$ cat config.mk
export PLATFORM = sky130hd
export DESIGN_NAME = gpr_write_bank
export DESIGN_NICKNAME = d
export VERILOG_FILES = /design/src/rtl/gpr_write_bank.sv
export SDC_FILE = /design/constraint.sdc
export NUM_CORES = 1
export LEC_CHECK = 0
export CAP_MARGIN = 15
export CORE_AREA = 4 4 453 455
export CTS_CLUSTER_SIZE = 8
export DETAILED_ROUTE_END_ITERATION = 8
export DIE_AREA = 0 0 457 459
export SLEW_MARGIN = 20
export SYNTH_ARGS = -nofsm -noshare
export SYNTH_HDL_FRONTEND = slang
export SYNTH_SLANG_ARGS = --single-unit
$ cat constraint.sdc
create_clock -name clk -period 1.6 [get_ports clk]
set_input_delay 0.16 -clock clk [delete_from_list [all_inputs] [get_ports clk]]
set_output_delay 0.16 -clock clk [all_outputs]
set_load 0.005 [all_outputs]
$ cat src/rtl/gpr_write_bank.sv
// gpr_write_bank: write side of the 32x32 general-purpose register file.
// One-hot write decode, register storage exposed as a flattened bus, a
// registered one-cycle write trace and a saturating committed-write counter.
module gpr_write_bank #(
  parameter int ZERO_HARDWIRED = 1,
  parameter int COUNT_W        = 16
) (
  input  logic               clk,
  input  logic               rst_n,
  input  logic               we,
  input  logic [4:0]         waddr,
  input  logic [31:0]        wdata,
  input  logic [31:0]        pc,
  output logic [1023:0]      regs_flat,
  output logic               trace_valid,
  output logic [4:0]         trace_addr,
  output logic [31:0]        trace_data,
  output logic [31:0]        trace_pc,
  output logic [COUNT_W-1:0] wr_count
);

  logic               commit;
  logic [COUNT_W-1:0] cnt_q, cnt_d;
  logic               tv_q;
  logic [4:0]         ta_q;
  logic [31:0]        td_q, tp_q;

  // Counter increment that sticks at all-ones instead of wrapping.
  function automatic logic [COUNT_W-1:0] sat_inc(input logic [COUNT_W-1:0] v);
    if (&v) return v;
    return v + COUNT_W'(1);
  endfunction

  // Qualify the write: a write to register 0 is dropped when it is hardwired.
  always_comb begin
    commit = we && !((ZERO_HARDWIRED != 0) && (waddr == 5'd0));
    cnt_d  = commit ? sat_inc(cnt_q) : cnt_q;
  end

  // Storage: each register compares waddr against its own index, giving a
  // one-hot decode. Register 0 has no storage when it is hardwired to zero.
  for (genvar i = 0; i < 32; i++) begin : g_reg
    if ((i == 0) && (ZERO_HARDWIRED != 0)) begin : g_zero
      assign regs_flat[31:0] = '0;
    end else begin : g_store
      logic [31:0] r_q;
      // Load this register on a committed write addressed to it.
      always_ff @(posedge clk or negedge rst_n) begin
        if (!rst_n)                            r_q <= '0;
        else if (commit && (waddr == 5'(i)))   r_q <= wdata;
      end
      assign regs_flat[32*i +: 32] = r_q;
    end
  end

  // Trace pulses for every commit; fields hold the last committed write.
  always_ff @(posedge clk or negedge rst_n) begin
    if (!rst_n) begin
      tv_q  <= 1'b0;
      ta_q  <= '0;
      td_q  <= '0;
      tp_q  <= '0;
      cnt_q <= '0;
    end else begin
      tv_q  <= commit;
      cnt_q <= cnt_d;
      if (commit) begin
        ta_q <= waddr;
        td_q <= wdata;
        tp_q <= pc;
      end
    end
  end

  assign trace_valid = tv_q;
  assign trace_addr  = ta_q;
  assign trace_data  = td_q;
  assign trace_pc    = tp_q;
  assign wr_count    = cnt_q;

endmodule

==> metrics <==
utilization after layout=28.9%; Synth Instances=2619; Reg2Reg Setup Slack=-0.07 ns; FF+latch count, synth=1078; worst min-delay path class=input port to register; leading area contributor after synthesis=dfrtp_1; clk buf depth=3; worst r2r path cells=5; residual DRC count=0; area of the die=210000 um2; Primary FF master, synth=dfrtp_1; Yosys top cell area share=66.3%; clk root buf=clkbuf_16; dpl ws=-1.24 ns; vias in the first global route=30700; initial antenna violation count=20; Die Y=459 um; crit end category=register; largest net degree at the start of global routing=84; core box area=201000 um2; Setup CP Type=register to register; crit path buf inv count=0; Horiz. Die Dim=457 um; hold path start=wdata[11]; Critical Path Source Type=register; asr flop ratio synth=100%; Setup violations, final=10; Final Non-Filler Cells=6789; total CTS buffers=153; worst hold stages=2; Rows=165; DR vias=28400; Post-synth EDFFs=0; Hold Fails Final Rpt=0; Final Skew=0.0260 ns; crit-path max cell delay=0.40 ns; Cell Pwr Density=1390 nW/um2; CP max FO=3; CTS HTree Levels=4; fraction of layout cells with a size suffix above 1=63.0%; fmax=0.597 GHz; drt first pass iters=5; CTS clk-pin slew, worst paths=0.05 ns; critical path arrival=2.35 ns; Routed Antenna Nets=0; RR Startpoint=wr_count[1]$_DFFE_PN0P_; Peak VDD IR=1.08 mV; outcome=finished, violations left; Buffers on Ports=1149; Crit path depth=5; Crit path required time=2.27 ns; RSZ-0062 raised after global routing=yes; post-DR vias/cell=4.18; Area growth syn-to-layout=43.1%; Worst Setup Slack, final=-0.0750 ns; sequential share of the synthesized area=66.3%; Mapped Area=40700 um2; Slew Viols, Final=0; Post-layout nets=4166; max_slew headroom=22.7%; Lkg Pwr=0.0291 uW; failing checks=setup timing; WHS Endpoint=g_reg[26].g_store.r_q[11]$_DFFE_PN0P_; R2R Path End=wr_count[6]$_DFFE_PN0P_; cells along the critical path=ha_2 -> nand4_1 -> a211o_1 -> or2_4 -> xnor2_1; syn_area_per_cell=15.5 um2; Post-DP HPWL=125 mm; Ports=1182; gr ovfl total=0; TritonCTS Sinks=1078; maxcap violations=0; synth top area cells=dfrtp_1 66%, mux2_2 27%, nand2_1 2.1%, buf_2 1.3%, clkbuf_1 0.98%; first-pass GRT wire length=243 mm; Final Critical Period=1.67 ns; initial core utilization=20.2%; period utilization=105%; slew at the pin closest to its max-slew limit=1.16 ns; clk_lat worst skew=0.79 ns; most frequent cells after synthesis=1078 x dfrtp_1, 983 x mux2_2, 223 x nand2_1, 106 x clkbuf_1, 103 x buf_2; WL/cell=25.7 um; TritonCTS clock tree=built; critical path's slowest cell=a211o_1; most common cell in the netlist=dfrtp_1; Placed Instances=6450; Distinct cells, synth=33; Yosys warning total=0; total detailed-routing wirelength=174 mm; Starting DRT DRC Count=1518; GRT Total Usage=16.2%; fillers=20800; CP delay by family, top=simple AND/OR/NAND/NOR gates; gp weighted congestion=0.777
-- area by class of cell --
class | count | area (um2) | share of cell area (%)
clock buffers | 156 | 3860 | 6.63
diodes | 7 | 17.5 | 0.0301
clock inverters | 16 | 364 | 0.625
flip-flops and latches | 1078 | 27000 | 46.3
well taps | 2672 | 3340 | 5.74
multi-input cells | 1327 | 13000 | 22.3
repair buffers | 1529 | 10700 | 18.3
inverters | 4 | 15.0 | 0.0258
-- state kept, by name, summed over array words and instances (netlist names) --
signal / flops
trace_valid: 1
wr_count: 16
trace_data: 32
trace_pc: 32
g.g_store.r_q: 992
trace_addr: 5
-- how the worst max path moves through the flow --
stage                                          endpoint                     from  slack, ns
floorplan                      wr_count[12]$_DFFE_PN0P_                 waddr[1]      -0.09
global placement    g_reg[2].g_store.r_q[1]$_DFFE_PN0P_                 waddr[2]      -1.21
detailed placement  g_reg[2].g_store.r_q[6]$_DFFE_PN0P_                 waddr[2]      -1.24
CTS                            wr_count[15]$_DFFE_PN0P_  wr_count[0]$_DFFE_PN0P_      -0.08
global route                    wr_count[8]$_DFFE_PN0P_  wr_count[1]$_DFFE_PN0P_      -0.14
finish                          wr_count[6]$_DFFE_PN0P_  wr_count[1]$_DFFE_PN0P_      -0.07
-- placed cells by master, fill, tap and decap left out, types with 2 or more instances in the layout --
master and n:
clkbuf_2 7, buf_4 225, nor2_1 5, inv_6 3, mux2_4 2, clkdlybuf4s50_1 50, nand3_2 3, clkdlybuf4s15_2 4
nand2_2 6, xor2_1 5, mux2_2 983, nand2_1 211, conb_1 32, xnor2_1 8, nand2_4 6, buf_2 1010
buf_12 97, clkbuf_8 2, nand3_4 3, diode_2 7, nor3_2 2, clkbuf_16 153, dlygate4sd3_1 47, nand2b_1 2
nand4b_1 3, inv_2 2, dfrtp_1 1071, dfrtp_2 7, mux2_1 9, nor2_4 17, inv_16 3, inv_1 2
nand3_1 4, nand4_1 6, buf_6 32, clkdlybuf4s15_1 56, clkinv_16 9, nor3_1 2
-- metrics by stage --
step / setup TNS (ns) / total power (uW) / cell area (um2) / hold slack, ns
floorplan: -0.130 / 40800 / 40800 / -0.136
global placement: -849.08 / 55700 / 57500 / 0.460
detailed placement: -830.55 / 56000 / 57500 / 0.464
CTS: -1.49 / 82000 / 58100 / 0.000432
global route: -1.97 / 84900 / 58200 / 0.0157
finish: -0.401 / 80900 / 58200 / 0.0852
-- cell families after synthesis --
family,synth area share (%)
other cells,0.00922
simple gates,2.79
flops,66.3
fa+ha+maj,0.0308
buf+inv,2.87
xor+xnor,0.280
compound gates,0.200
mux,27.5
-- repair_timing --
item	4_1_cts	5_1_grt
hold buffers	47	0
gates resized for setup	4240	24
endpoints found under the hold margin	1354	0
buffers inserted	108	8
endpoints found under the setup margin	1443	48
pin swaps	2	12
-- metal layers --
layer	wire length, um	global-route usage [%]	up-vias
met1	69900	19.4	15000
met3	16100	6.20	241
met2	84000	27.1	1269
li1	-	-	11800
met5	13	0	-
met4	4380	4.58	2
-- power breakdown --
| part | switching, uW | leakage (uW) | internal (uW) |
|---|---|---|---|
| Combinational | 7640 | 0.0133 | 8780 |
| Clock | 12100 | 0.00205 | 17100 |
| Sequential | 2730 | 0.0137 | 32500 |
| Total | 22500 | 0.0291 | 58400 |
No activity file was read; power rests on OpenSTA's default activity.
